### src/rtl/ro_count_ctrl.sv
// rtl/ro_count_ctrl.sv - ring-oscillator edge-count measurement controller
module ro_count_ctrl #(
    parameter int WIN_W  = 10,
    parameter int CNT_W  = 16,
    parameter int SETTLE = 4
) (
    input  logic             i_Clk,
    input  logic             i_Rst,
    input  logic             i_Start,
    input  logic [WIN_W-1:0] i_Win_Len,
    input  logic             i_RO_Clk,
    output logic             o_RO_Enable,
    output logic             o_RO_Sel,
    output logic             o_Busy,
    output logic             o_Done,
    output logic [CNT_W-1:0] o_Count,
    output logic             o_Ovf
);

    localparam int SET_W = (SETTLE > 1) ? $clog2(SETTLE) : 1;
    localparam logic [SET_W-1:0] SET_LAST = SET_W'(SETTLE - 1);
    localparam logic [SET_W-1:0] SET_ONE  = 1;
    localparam logic [WIN_W-1:0] WIN_ONE  = 1;
    localparam logic [CNT_W-1:0] CNT_ONE  = 1;
    localparam logic [CNT_W-1:0] CNT_MAX  = '1;

    typedef enum logic [2:0] {
        ST_IDLE,
        ST_SETTLE,
        ST_COUNT,
        ST_DRAIN,
        ST_DONE
    } state_t;

    state_t           state_q, state_d;
    logic [SET_W-1:0] settle_cnt_q, settle_cnt_d;
    logic [WIN_W-1:0] win_len_q, win_len_d;
    logic [WIN_W-1:0] win_cnt_q, win_cnt_d;
    logic             drain_cnt_q, drain_cnt_d;
    logic [CNT_W-1:0] work_cnt_q, work_cnt_d;
    logic             work_ovf_q, work_ovf_d;
    logic [CNT_W-1:0] count_q, count_d;
    logic             ovf_q, ovf_d;
    logic             en_q, en_d;
    logic             busy_q, busy_d;
    logic             done_q, done_d;
    logic             sync1_q, sync1_d;
    logic             sync2_q, sync2_d;
    logic             hist_q, hist_d;
    logic             ro_edge;

    // The history flop tracks sync2 every cycle, so on COUNT entry it already
    // holds the current synchronized level and no spurious edge is seen.
    assign ro_edge = sync2_q & ~hist_q;

    always_comb begin
        state_d      = state_q;
        settle_cnt_d = settle_cnt_q;
        win_len_d    = win_len_q;
        win_cnt_d    = win_cnt_q;
        drain_cnt_d  = drain_cnt_q;
        work_cnt_d   = work_cnt_q;
        work_ovf_d   = work_ovf_q;
        count_d      = count_q;
        ovf_d        = ovf_q;
        sync1_d      = i_RO_Clk;
        sync2_d      = sync1_q;
        hist_d       = sync2_q;

        case (state_q)
            ST_IDLE: begin
                if (i_Start) begin
                    win_len_d    = i_Win_Len;
                    settle_cnt_d = '0;
                    work_cnt_d   = '0;
                    work_ovf_d   = 1'b0;
                    state_d      = ST_SETTLE;
                end
            end
            ST_SETTLE: begin
                if (settle_cnt_q == SET_LAST) begin
                    if (win_len_q != '0) begin
                        win_cnt_d  = '0;
                        work_cnt_d = '0;
                        work_ovf_d = 1'b0;
                        state_d    = ST_COUNT;
                    end else begin
                        drain_cnt_d = 1'b0;
                        state_d     = ST_DRAIN;
                    end
                end else begin
                    settle_cnt_d = settle_cnt_q + SET_ONE;
                end
            end
            ST_COUNT: begin
                if (ro_edge) begin
                    if (work_cnt_q == CNT_MAX) begin
                        work_ovf_d = 1'b1;
                    end else begin
                        work_cnt_d = work_cnt_q + CNT_ONE;
                    end
                end
                if (win_cnt_q == win_len_q - WIN_ONE) begin
                    drain_cnt_d = 1'b0;
                    state_d     = ST_DRAIN;
                end else begin
                    win_cnt_d = win_cnt_q + WIN_ONE;
                end
            end
            ST_DRAIN: begin
                if (drain_cnt_q) begin
                    state_d = ST_DONE;
                end else begin
                    drain_cnt_d = 1'b1;
                end
            end
            ST_DONE: begin
                state_d = ST_IDLE;
            end
            default: begin
                state_d = ST_IDLE;
            end
        endcase

        // Outputs are registered from the next state so they line up with it.
        en_d   = (state_d == ST_SETTLE) || (state_d == ST_COUNT);
        busy_d = (state_d != ST_IDLE);
        done_d = (state_d == ST_DONE);
        if (state_d == ST_DONE) begin
            count_d = work_cnt_q;
            ovf_d   = work_ovf_q;
        end
    end

    always_ff @(posedge i_Clk) begin
        if (i_Rst) begin
            state_q      <= ST_IDLE;
            settle_cnt_q <= '0;
            win_len_q    <= '0;
            win_cnt_q    <= '0;
            drain_cnt_q  <= 1'b0;
            work_cnt_q   <= '0;
            work_ovf_q   <= 1'b0;
            count_q      <= '0;
            ovf_q        <= 1'b0;
            en_q         <= 1'b0;
            busy_q       <= 1'b0;
            done_q       <= 1'b0;
            sync1_q      <= 1'b0;
            sync2_q      <= 1'b0;
            hist_q       <= 1'b0;
        end else begin
            state_q      <= state_d;
            settle_cnt_q <= settle_cnt_d;
            win_len_q    <= win_len_d;
            win_cnt_q    <= win_cnt_d;
            drain_cnt_q  <= drain_cnt_d;
            work_cnt_q   <= work_cnt_d;
            work_ovf_q   <= work_ovf_d;
            count_q      <= count_d;
            ovf_q        <= ovf_d;
            en_q         <= en_d;
            busy_q       <= busy_d;
            done_q       <= done_d;
            sync1_q      <= sync1_d;
            sync2_q      <= sync2_d;
            hist_q       <= hist_d;
        end
    end

    assign o_RO_Enable = en_q;
    assign o_RO_Sel    = en_q;
    assign o_Busy      = busy_q;
    assign o_Done      = done_q;
    assign o_Count     = count_q;
    assign o_Ovf       = ovf_q;

endmodule

### config.mk
export PLATFORM = sky130hd
export DESIGN_NAME = ro_count_ctrl
export DESIGN_NICKNAME = d
export VERILOG_FILES = /design/src/rtl/ro_count_ctrl.sv
export SDC_FILE = /design/constraint.sdc
export NUM_CORES = 1
export LEC_CHECK = 0
export ABC_AREA = 1
export BUFFER_PORTS_ARGS = -buffer_cell sky130_fd_sc_hd__buf_2
export CAP_MARGIN = 20
export CORE_MARGIN = 2
export CORE_UTILIZATION = 35
export CTS_BUF_LIST = sky130_fd_sc_hd__clkbuf_8
export DETAILED_ROUTE_END_ITERATION = 12
export SETUP_SLACK_MARGIN = 0.5
export SLEW_MARGIN = 10
export SYNTH_ARGS = -nofsm -noshare
export SYNTH_HDL_FRONTEND = slang
export SYNTH_SLANG_ARGS = --single-unit
### constraint.sdc
create_clock -name i_Clk -period 4.17 [get_ports i_Clk]
set_clock_uncertainty 0.05 [all_clocks]
set_input_delay 0.2085 -clock i_Clk [delete_from_list [all_inputs] [get_ports i_Clk]]
set_output_delay 0.2085 -clock i_Clk [all_outputs]
set_load 0.005 [all_outputs]
* Word-level counts from Yosys, hierarchy flattened *
Index checks and enable logic that the tools add are counted.
Widths: inputs -> output; s select.

storage, ports and cells
  bits in registers = 66
  bits in latches = 0
  bits in writable memories = 0
  bits in read-only memories = 0
  bits of input ports = 14
  output and inout port bits = 21
  logic and storage cells = 83
  memories = 0

operators by class
  add/subtract/negate cells = 4
  multipliers = 0
  div/mod/pow operators = 0
  magnitude comparators = 0
  eq/ne operators = 19
  shift-type cells = 0
  multiplexer cells = 29
  bitwise logic cells = 2
  reductions and logical operators = 14

operators with widths
  kind                   count
  $mux 16                5
  $pmux 16 s3            1
  $mux 10                3
  $ne 2x2->1 const B     10
  $pmux 10 s2            1
  $add 16x1->16 const B  1
  $eq 16x16->1 const B   1
  $mux 3                 4
  $pmux 3 s4             1
  $reduce_and 6->1       2
  $add 10x1->10 const B  1
  $eq 10x10->1           1
  $reduce_bool 10->1     1
  $sub 10x1->10 const B  1
  $eq 3x2->1 const B     3
  $mux 1                 9
  $reduce_bool 3->1      3
  $reduce_and 4->1       2
  $eq 3x1->1 const B     2
  $pmux 1 s3             2
  $mux 2                 2
  $pmux 2 s2             1
  $reduce_bool 2->1      2
  $eq 3x3->1 const B     1
  8 further kinds        8

* Depth between registers and ports, before layout *
Gate-level depths: netlist of the first run.

  depth in word-level cells = 6
  mapped depth = 16
  gate-level depth less buffers = 16

* Worst setup path after synthesis of the first run *
No wires, ideal clock.

  path type = reg-to-reg
  start point = register win_len_q[0]
  end point = register win_cnt_q[9]
  setup time = 0.139 ns
  data arrival time = 1.637 ns
  data required time = 3.981 ns
  path slack = 2.344 ns
  cell stages (with the launch flop) = 15
  buffers on the path = 1
  period minus slack after synthesis = 1.826 ns
  path through = dfxtp_1 inv_1 ha_1 inv_1 nand2_1 nand2_1 nor2_1 nand3_1 nor2_1 nand2_1 nor2_1 nand3_1 buf_2 nand4_1 a21oi_1

on the way
  cells in the longest elaborated chain, start to end = 4
  elaborated cells on any way between the ends = 6
  those cells by class = add/sub (1); eq/ne (3); reduce/logical (2)

RTL lines
  what                            line  RTL
  start: declaration              37    logic [WIN_W-1:0] win_len_q, win_len_d;
  start signal: assignment        155   win_len_q <= win_len_d;
  $sub 10x1->10                   103   if (win_cnt_q == win_len_q - WIN_ONE) begin
  $eq 10x10->1                    103
  $ne 2x2->1 (no line)            -
  $reduce_and 4->1 (no line) (*)  -
  end signal: assignment          156   win_cnt_q <= win_cnt_d;
  end: declaration                38    logic [WIN_W-1:0] win_cnt_q, win_cnt_d;

Mark *: on every way between the ends. The rest lies on a longest branch, timed or not.
A chain may end at the register's enable or synchronous reset.

* Final worst setup path of the first run *
  start point = register state_q[1]
  end point = register win_cnt_q[5]

on the way
  cells in the longest elaborated chain, start to end = 3
  elaborated cells on any way between the ends = 8
  those cells by class = eq/ne (5); mux (1); reduce/logical (2)

RTL lines
  what                                                       line  RTL
  start: declaration                                         35    state_t state_q, state_d;
  start signal: assignment                                   153   state_q <= state_d;
  $eq 3x2->1 or $eq 3x1->1 (tied branches)                   70    case (state_q)
  $ne 2x2->1 (no line) or $reduce_bool 2->1 (tied branches)  -
  $reduce_and 4->1 (no line)                                 -

Several ways; a longest one is shown, not always the timed one.

==> impl_results.md, run 1 <==
* Vias in the first global route at a little over 3000
* Post-synth EDFFs at 0
* Largest area contributor in the netlist: dfxtp_1
* Core area at 0.00973 mm^2
* Syn Area/Cell at 6.93 um^2
* Multiplexer share of the synthesized area at 0%
* Via density at between 4 and 5
* Fin crit share at 65.7%
* Antenna cells at 0
* Static leakage at roughly 0.0016 uW
* GR peak layer: met2
* Total Routed Length at approximately 8 mm
* Max Cap Viol at 0
* Cell Int Power at 989 uW
* Share of layout cells above drive strength 1 at 15.9%
* Worst-Margin Slew at 0.837 ns
* Fin crit period at 2.74 ns
* Wirelength per Cell at roughly 12 um
* Crit. End Element: flip-flop
* Initial Util at 36.0%
* Top cell type's share of synthesized area at 37.8%
* Clock power share at 39.2%
* Mapped cell area at around 0.0035 mm^2
* Setup tns final at 0 ns
* Most numerous cell in the Yosys netlist: nand2_1
* CTS tree: yes
* PortBufs at 34
* Switch Pwr at 375 uW
* Post-DP Area at 0.00374 mm^2
* CP Class: reg -> reg
* Synth warn at 0
* Top FF cell, synth: dfxtp_1
* Flops & latches, synth at 66
* Met3 usage at 4.39%
* Io pins at 35
* Slew Limit Fails at 0
* Via count at 3167
* Fmax at 0.365 GHz
* Final nets at 549
* Post-Synth Adder-Cell Area at ~1.4%
* Post-route antenna net violation count at 0
* Max VDD drop at 0.133 mV
* CP startpoint kind: flip-flop
* 1st-pass router iterations at 4
* Largest family of logic cells by synthesized area: simple AND/OR/NAND/NOR gates
* Clock Pin Slew Worst Setup and Hold Paths at 0.07 ns
* Final core occ at 40.5%
* Complex-gate fraction of the synthesized area at 16.0%
* Die span in x at 104 um
* Synth Area in XOR/XNOR at 4.26%
* Detailed-placement wirelength estimate at 5.56 mm
* Worst-Skew Late Latency at 0.35 ns
* Pwr/cell area at 346 mW/mm^2
* Worst-path maximum fanout at 21
* RSZ-0062 raised after global routing: no
* Postcts setup bufs at 0
* Aggregate global-route resource usage at 15.3%
* Clock sinks at 66
* Top cells by count, synth: nand2_1 (107), dfxtp_1 (66), inv_1 (64)
* Worst reg2reg path depth at 7
* Library cells used by synthesis at 40
* Largest net degree at the start of global routing at 38
* Die ar. at around 0.011 mm^2
* Cell count after synthesis at 505
* Initial antenna violation count at 0
* Synth top area cells: dfxtp_1 (38%), nand2_1 (11%), inv_1 (6.9%)
* Bufs on Longest Clock Path at 2
* DRC at 0
* First-pass GRT wire length at around 14 mm
* CP required at 4.32 ns
* Simple-gate share of the synthesized area at 29.9%
* CTS HTree Levels at 3
* Area delta synth->final at 12.6%
* Fraction of registers with async set/reset at 0%
* CTS Root Cell: clkbuf_8
* Grt ovf at 0
* Final setup vio count at 0
* Sw Ratio at 27.5%
* Sequential Power Share at between 40% and 50%
* Register area share after synthesis at a little under two fifths
* Synth Net Count at 523
* Cell depth of the worst hold path at 3
* GR Layer Usage met1 at 19.9%
* Final hold violations at 0
* CP Data Arrival Time at 2.89 ns
* Fin area at 0.00394 mm^2
* Chip height at 104 um
* Logic pwr share at roughly an eighth
* DRT iter0 DRCs at ~120
* Slew headroom at 44.1%
* GR Util met2 at 24.6%
* Placer Congestion at between 0.8 and 0.9
* Hold WC Path Type: in -> reg
* Outcome: completed
* FP Rows at 36
* Cts bufs inserted at 9
[placed cells by master (no fill, tap or decap), types with 2 or more instances in the layout]
master	count
nor3_1	10
clkinv_2	2
nand3_1	27
nand3_2	3
a21oi_1	47
a21oi_4	2
nand2_4	2
nand2_2	4
inv_1	64
ha_1	4
a21oi_2	5
o21ai_0	31
inv_2	5
nand4_1	16
nor2_4	2
nor2_1	47
xnor2_1	2
clkinvlp_4	2
nand2_1	107
o21ai_1	4
nor2_2	8
clkbuf_8	10
xor2_1	15
buf_2	34
dfxtp_1	66
[layer usage]
| metal | wire [um] | vias to the layer above |
|---|---|---|
| li1 | - | 1677 |
| met1 | 4000 | 1427 |
| met2 | 3580 | 53 |
| met3 | 254 | 10 |
| met4 | 126 | 0 |
| met5 | 0 | - |
[state kept, by name, indices dropped and copies added, names as in the netlist]
signal	count
drain_cnt_q	1
hist_d	1
hist_q	1
o_Busy	1
o_Count	16
o_Done	1
o_Ovf	1
o_RO_Enable	1
settle_cnt_q	2
state_q	3
sync1_q	1
win_cnt_q	10
win_len_q	10
work_cnt_q	16
work_ovf_q	1
[metrics by stage]
step / total power, uW / hold WS (ns) / worst slack, ns / cells
detailed placement: 842 / 0.347 / 1.51 / 652
CTS: 1380 / 0.0878 / 1.49 / 668
floorplan: 809 / 0.265 / 2.34 / 505
global placement: 840 / 0.343 / 1.69 / 652
finish: 1360 / 0.0960 / 1.43 / 668
global route: 1430 / 0.110 / 1.13 / 668
[power groups by stage]
stage,combinational [uW],clock (uW),sequential [uW]
after floorplan,136,0,672
after global placement,165,0,675
final,167,535,662
after global routing,194,573,664
after CTS,168,553,662
after detailed placement,166,0,676
[cell families (layout without fill, tap and decap cells)]
logic type               after synthesis  in the layout
AO/OA/AOI/OAI                         98             98
XOR/XNOR                              17             17
adder cells (fa/ha/maj)                4              4
buffers and inverters                 91            121
flip-flops                            66             66
AND/OR/NAND/NOR                      229            229
[critical path: stages (launching register included)]
cell and delay (ns):
dfxtp_1 0.45, inv_2 0.09, nand3_1 0.59, nand2_1 0.22, nor3_2 0.61, nand3_2 0.36
nand2_1 0.14, a21oi_1 0.07
[path summary, 6_finish.rpt]
path / start / endpoint / slack, ns
setup reg to reg: state_q[1] / win_cnt_q[5] / 1.43
hold / removal: i_Win_Len[0] / win_len_q[0] / 0.1
hold reg to reg: sync1_q / hist_d / 0.35
setup / recovery: state_q[1] / win_cnt_q[5] / 1.43
[repair_timing]
item                                   CTS  global route
hold buffers                             1             0
endpoints found under the hold margin    1             0
gates resized for setup                  0             0
[final cells by class]
cell class | instances | area [um^2]
Multi-Input combinational cell | 348 | 1810
Inverter | 70 | 265
Tap cell | 133 | 166
Fill cell | 1036 | 5790
Sequential cell | 66 | 1320
Clock inverter | 5 | 55.1
Clock buffer | 10 | 138
Timing Repair Buffer | 36 | 188
(Power assumes the default switching activity.)
==> inputs of run 2 (changes only) <==
clock period = 2.7 ns   (was 4.17 ns; I/O delays follow)
==> run 2 against run 1 <==
- die area unchanged
- global-route usage increased by 0.38 points
- clock power increased by 68%
- sequential power increased by 54%
- core utilization increased by 2.6 points
- critical path type unchanged
==> impl_results.md, run 2 (synthesized netlist as in run 1, its figures left out) <==
* Outcome: completed (unchanged)
* Slew headroom at 44.8% (was 44.1%)
* Static leakage at 0.00169 uW (was 0.00158 uW)
* Via count at 3291 (was 3167)
* CP Class: reg -> reg (unchanged)
* Clock power share at 40.4% (was 39.2%)
* Hold WC Path Type: in -> reg (unchanged)
* Critical-path cell list: nor2_1 > nand2_1 > nor2_2 > nand2_1 > nand3_1 > nand2_1 > nor2_1 > nand3_2 > buf_6 > buf_6 > nand4_1 > a21oi_1 (was inv_2 > nand3_1 > nand2_1 > nor3_2 > nand3_2 > nand2_1 > a21oi_1)
* Wirelength per Cell at 12.3 um (was 11.9 um)
* Chip height at 104 um (unchanged)
* Metal3 WL at 343 um (was 254 um)
* Worst-Margin Slew at 0.828 ns (was 0.837 ns)
* Detailed-placement wirelength estimate at 5.63 mm (was 5.56 mm)
* Placed cell count at 657 (was 652)
* Switch Pwr at 632 uW (was 375 uW)
* Setup tns final at 0 ns (unchanged)
* Met2 Routed Length at 4.05 mm (was 3.58 mm)
* Placer Congestion at 0.859 (was 0.882)
* Top routing layer in use: met4 (unchanged)
* Grt ovf at 0 (unchanged)
* CTS HTree Levels at 3 (unchanged)
* Aggregate global-route resource usage at 15.7% (was 15.3%)
* Area delta synth->final at 19.8% (was 12.6%)
* Sw Ratio at 28.3% (was 27.5%)
* First-pass GRT wire length at 13.9 mm (was 13.8 mm)
* Initial Util at 36.0% (unchanged)
* Vias in the first global route at 3053 (was 3054)
* Die ar. at 0.0108 mm^2 (unchanged)
* Finished Layout Cells at 689 (was 668)
* Most used cell, CP: nand2_1 (unchanged)
* Via density at 4.78 (was 4.74)
* Post-Route M1 WL at 3.93 mm (was 4.00 mm)
* Filler instances at 1039 (was 1036)
* Io pins at 35 (unchanged)
* CTS tree: yes (unchanged)
* Antenna cells at 0 (unchanged)
* Largest net degree at the start of global routing at 38 (unchanged)
* CP required at 2.88 ns (was 4.32 ns)
* Cell Int Power at 1600 uW (was 989 uW)
* PortBufs at 34 (unchanged)
* CP Data Arrival Time at 2.27 ns (was 2.89 ns)
* Max Cap Viol at 0 (unchanged)
* Pwr/cell area at 532 mW/mm^2 (was 346 mW/mm^2)
* Total Routed Length at 8.48 mm (was 7.96 mm)
* Logic pwr share at 13.8% (was 12.3%)
* Clock sinks at 66 (unchanged)
* Clock Pin Slew Worst Setup and Hold Paths at 0.08 ns (was 0.07 ns)
* Bufs on Longest Clock Path at 2 (unchanged)
* DRT iter0 DRCs at 109 (was 118)
* Cts bufs inserted at 9 (unchanged)
* Final core occ at 43.1% (was 40.5%)
* Crit. End Element: flip-flop (unchanged)
* Share of layout cells above drive strength 1 at 21.4% (was 15.9%)
* Sequential Power Share at 45.9% (was 48.5%)
* FP Rows at 36 (unchanged)
* Slowest stage cell, crit path: dfxtp_1 (was nor3_2)
* Die span in x at 104 um (unchanged)
* Most common cell after layout, fill and taps aside: nand2_1 (unchanged)
* Final setup vio count at 0 (unchanged)
* Worst-Skew Late Latency at 0.36 ns (was 0.35 ns)
* Final hold violations at 0 (unchanged)
* Most frequent cells in the layout: nand2_1 (103), dfxtp_1 (64), inv_1 (61) (was nand2_1 (107), dfxtp_1 (66), inv_1 (64))
* CTS Root Cell: clkbuf_8 (unchanged)
* Worst-path maximum fanout at 5 (was 21)
* Max VDD drop at 0.325 mV (was 0.133 mV)
* 1st-pass router iterations at 4 (unchanged)
* CP startpoint kind: flip-flop (unchanged)
* Fin crit share at 77.4% (was 65.7%)
* DRC at 0 (unchanged)
* Core area at 0.00973 mm^2 (unchanged)
* RSZ-0062 raised after global routing: no (unchanged)
* Slew Limit Fails at 0 (unchanged)
* Initial antenna violation count at 0 (unchanged)
* Crit path largest cell delay at 0.36 ns (was 0.61 ns)
* Fmax at 0.478 GHz (was 0.365 GHz)
* Final nets at 569 (was 549)
* Post-route antenna net violation count at 0 (unchanged)
* Fin crit period at 2.09 ns (was 2.74 ns)
==> run 2: final cells by class <==
class,count,area [um^2],share of cell area (%)
clock buffer,11,151,3.61
clock inverter,5,60.1,1.43
inverter,70,268,6.39
multi-input combinational,348,1850,44.2
sequential,66,1320,31.6
tap,133,166,3.97
timing repair buffer,56,369,8.81
==> run 2: per-stage QoR <==
step / worst slack [ns] / power [uW] / hold WS [ns] / cell area, um^2
after detailed placement: 0.502 / 1310 / 0.292 / 3770
after global routing: 0.430 / 2340 / 0.0123 / 4190
after global placement: 0.573 / 1310 / 0.289 / 3770
after floorplan: 0.874 / 1250 / 0.192 / 3500
after CTS: 0.580 / 2230 / 0.00715 / 4030
final: 0.609 / 2230 / 0.0121 / 4190
==> run 2: path summary, 6_finish.rpt <==
check | from | end | slack, ns | depth (start not counted)
setup / recovery | win_len_q[2] | win_cnt_q[0] | 0.61 | 12
setup reg to reg | win_len_q[2] | win_cnt_q[0] | 0.61 | 12
hold reg to reg | sync1_q | hist_d | 0.36 | 2
hold / removal | i_Win_Len[3] | win_len_q[3] | 0.01 | 3
==> run 2: worst max-delay path: cells and delay by family, from the launching register on <==
kind / cells / cell delay [ns]
AND/OR/NAND/NOR: 9 / 1.20
flip-flops: 1 / 0.36
buffers and inverters: 2 / 0.29
AO/OA/AOI/OAI: 1 / 0.08
==> run 2: routing by layer <==
| layer | GRT usage (%) | vias up |
|---|---|---|
| met4 | 5.79 | 0 |
| met2 | 26.6 | 63 |
| met3 | 4.14 | 15 |
| met1 | 19.1 | 1496 |
| met5 | 0 | - |
| li1 | - | 1717 |
==> run 2: power groups by stage <==
| stage | sequential [uW] | combinational [uW] | clock, uW |
|---|---|---|---|
| floorplan | 1040 | 210 | 0 |
| global placement | 1040 | 262 | 0 |
| detailed placement | 1040 | 265 | 0 |
| CTS | 1020 | 283 | 924 |
| global route | 1030 | 346 | 964 |
| finish | 1020 | 307 | 900 |
==> run 2: timing repair <==
item | CTS | global route
pin swaps | 0 | 12
hold buffers | 1 | 0
setup endpoints to repair | 1 | 28
gates cloned | 0 | 1
gates resized for setup | 0 | 25
endpoints found under the hold margin | 1 | 0
setup buffers | 3 | 11
==> inputs of run 3 (changes only) <==
clock period = 2.1 ns   (was 2.7 ns; I/O delays follow)
==> run 3 against run 2 <==
- flip-flop and latch count did not move
- sequential power rose by 29%
- hold slack got worse by 0.00076 ns
- combinational power increased by 51%
- final area up 5.9%
- final cell count up 1.7%
- clock power up 41%
- core utilization grew 2.6 points
- largest cell class unchanged
- via count is 2.9% higher
==> impl_results.md, run 3 (synthesized netlist as in run 1, its figures left out) <==
* Hold EP: win_len_q[7] (was win_len_q[3])
* CP Data Arrival Time at 2.10 ns (was 2.27 ns)
* Fin crit share at 89.5% (was 77.4%)
* FP Rows at 36 (unchanged)
* Sequential Power Share at 43.2% (was 45.9%)
* Fin area at 0.00444 mm^2 (was 0.00419 mm^2)
* Cell Int Power at 2260 uW (was 1600 uW)
* DRT iter0 DRCs at 91 (was 109)
* Bufs on Longest Clock Path at 2 (unchanged)
* Aggregate global-route resource usage at 16.4% (was 15.7%)
* CTS tree: yes (unchanged)
* Detailed-placement wirelength estimate at 5.89 mm (was 5.63 mm)
* Chip height at 104 um (unchanged)
* Grt ovf at 0 (unchanged)
* Post-route antenna net violation count at 0 (unchanged)
* Slew headroom at 67.7% (was 44.8%)
* Hold WC Path Type: in -> reg (unchanged)
* Most common cell after layout, fill and taps aside: nand2_1 (unchanged)
* Cell depth of the worst hold path at 3 (unchanged)
* CTS HTree Levels at 3 (unchanged)
* Core area at 0.00973 mm^2 (unchanged)
* Fin crit period at 1.88 ns (was 2.09 ns)
* Setup tns final at 0 ns (unchanged)
* R2r setup slk at 0.22 ns (was 0.61 ns)
* Filler instances at 1037 (was 1039)
* Total Routed Length at 8.64 mm (was 8.48 mm)
* Sequential Area at 0.00133 mm^2 (was 0.00132 mm^2)
* Outcome: completed (unchanged)
* Final setup margin at 0.220 ns (was 0.609 ns)
* Final setup vio count at 0 (unchanged)
* Switch Pwr at 793 uW (was 632 uW)
* Crit. End Element: flip-flop (unchanged)
* Die ar. at 0.0108 mm^2 (unchanged)
* Clock sinks at 66 (unchanged)
* Fmax at 0.532 GHz (was 0.478 GHz)
* Clock power share at 41.5% (was 40.4%)
* Clock Pin Slew Worst Setup and Hold Paths at 0.07 ns (was 0.08 ns)
* Antenna cells at 0 (unchanged)
* Pwr/cell area at 687 mW/mm^2 (was 532 mW/mm^2)
* Initial Util at 36.0% (unchanged)
* Max Cap Viol at 0 (unchanged)
* Final Total Pwr at 3050 uW (was 2230 uW)
* Slew Limit Fails at 0 (unchanged)
* Worst-Skew Late Latency at 0.34 ns (was 0.36 ns)
* DRC at 0 (unchanged)
* Wirelength per Cell at 12.3 um (about the same)
* First-pass GRT wire length at 14.8 mm (was 13.9 mm)
* Hold path startpoint: i_Win_Len[7] (was i_Win_Len[3])
* Sw Ratio at 26.0% (was 28.3%)
* Post-DP Area at 0.00391 mm^2 (was 0.00377 mm^2)
* Area delta synth->final at 26.9% (was 19.8%)
* Worst reg2reg path depth at 15 (was 12)
* Placer Congestion at 0.881 (was 0.859)
* Placed cell count at 662 (was 657)
* 1st-pass router iterations at 5 (was 4)
* Most frequent cells in the layout: nand2_1 (93), inv_1 (61), dfxtp_1 (61) (was nand2_1 (103), dfxtp_1 (64), inv_1 (61))
* Vias in the first global route at 3268 (was 3053)
* Via count at 3385 (was 3291)
* Worst r2r src: win_len_q[0] (was win_len_q[2])
* Logic pwr share at 15.2% (was 13.8%)
* Final hold violations at 0 (unchanged)
* Max VDD drop at 0.313 mV (was 0.325 mV)
* Share of layout cells above drive strength 1 at 25.2% (was 21.4%)
* Initial antenna violation count at 0 (unchanged)
* CP Class: reg -> reg (unchanged)
* RSZ-0062 raised after global routing: yes (was no)
* Die span in x at 104 um (unchanged)
* Setup WS pre-CTS at 0.135 ns (was 0.502 ns)
* Cts bufs inserted at 9 (unchanged)
* Via density at 4.83 (was 4.78)
* Io pins at 35 (unchanged)
* Static leakage at 0.00179 uW (was 0.00169 uW)
* Final nets at 581 (was 569)
* Reg-to-Reg End: o_Busy (was win_cnt_q[0])
* CP startpoint kind: flip-flop (unchanged)
* PortBufs at 34 (unchanged)
* Largest net degree at the start of global routing at 37 (was 38)
* Finished Layout Cells at 701 (was 689)
* Multi-input gate area at 0.00197 mm^2 (was 0.00185 mm^2)
* Worst-path maximum fanout at 6 (was 5)
* CP required at 2.32 ns (was 2.88 ns)
* CTS Root Cell: clkbuf_8 (unchanged)
* Worst-Margin Slew at 0.480 ns (was 0.828 ns)
run 3: changes by cell type in the layout (fill, tap and decap cells not counted), moves of 3 or more:
cell           before  now
nor2_4              2    6
buf_4              15   22
buf_6               5    1
nand2_2             7   15
dlygate4sd3_1       1    8
nand2_1           103   93
dfxtp_1            64   61
run 3: worst max path at each step:
stage                      start      endpoint  slack [ns]  cells after the start
global placement    win_len_q[1]  win_cnt_q[1]        0.23                     15
global route        win_len_q[1]  win_cnt_q[1]        0.05                     15
floorplan           win_len_q[0]  win_cnt_q[2]        0.34                     15
detailed placement  win_len_q[1]  win_cnt_q[1]        0.14                     15
finish              win_len_q[0]        o_Busy        0.22                     15
CTS                 win_len_q[0]  win_cnt_q[2]        0.25                     14
run 3: worst max-delay path: stages (launching register included):
cell and delay (ns):
dfxtp_4 0.36, inv_4 0.04, ha_4 0.26, inv_2 0.03, nand2_2 0.05, nand2_1 0.04, nor2_1 0.09, nand3_1 0.07
nor2_1 0.09, nand2_1 0.09, nor2_4 0.13, nand3_4 0.13, buf_6 0.17, nand2_2 0.06, inv_2 0.04, a31oi_1 0.11
run 3: what timing repair did:
action	CTS	global route
buffers inserted	7	6
cloned	2	0
hold buffers	8	0
setup endpoints to repair	31	31
hold endpoints to repair	8	0
pin swaps	13	3
gates resized for setup	19	6
run 3: power groups by stage:
| stage | clock network, uW | registers, uW | logic [uW] |
|---|---|---|---|
| global placement | 0 | 1340 | 377 |
| detailed placement | 0 | 1350 | 382 |
| global route | 1360 | 1320 | 515 |
| finish | 1270 | 1320 | 464 |
| CTS | 1310 | 1320 | 436 |
| floorplan | 0 | 1340 | 300 |
run 3: layout make-up:
| class | instances | area share [%] |
|---|---|---|
| inverters | 70 | 6.09 |
| multi-input cells | 349 | 44.4 |
| clock inverters | 7 | 2.48 |
| clock buffers | 9 | 2.79 |
| well taps | 133 | 3.75 |
| repair buffers | 67 | 10.5 |
| flip-flops and latches | 66 | 30.0 |
run 3: through the flow:
step | utilization, % | hold WS, ns
2_1_floorplan | - | 0.162
3_3_place_gp | 40.2 | 0.263
3_5_place_dp | 40.2 | 0.283
4_1_cts | 45.0 | 0.00103
5_1_grt | 45.6 | 0.0509
6_report | 45.6 | 0.0113
run 3: layer usage:
layer | share of wire [%] | global-route usage, %
met1 | 44 | 18.8
met2 | 51 | 29.7
met3 | 3.6 | 4.01
met4 | 1.7 | 5.60
met5 | 0 | 0
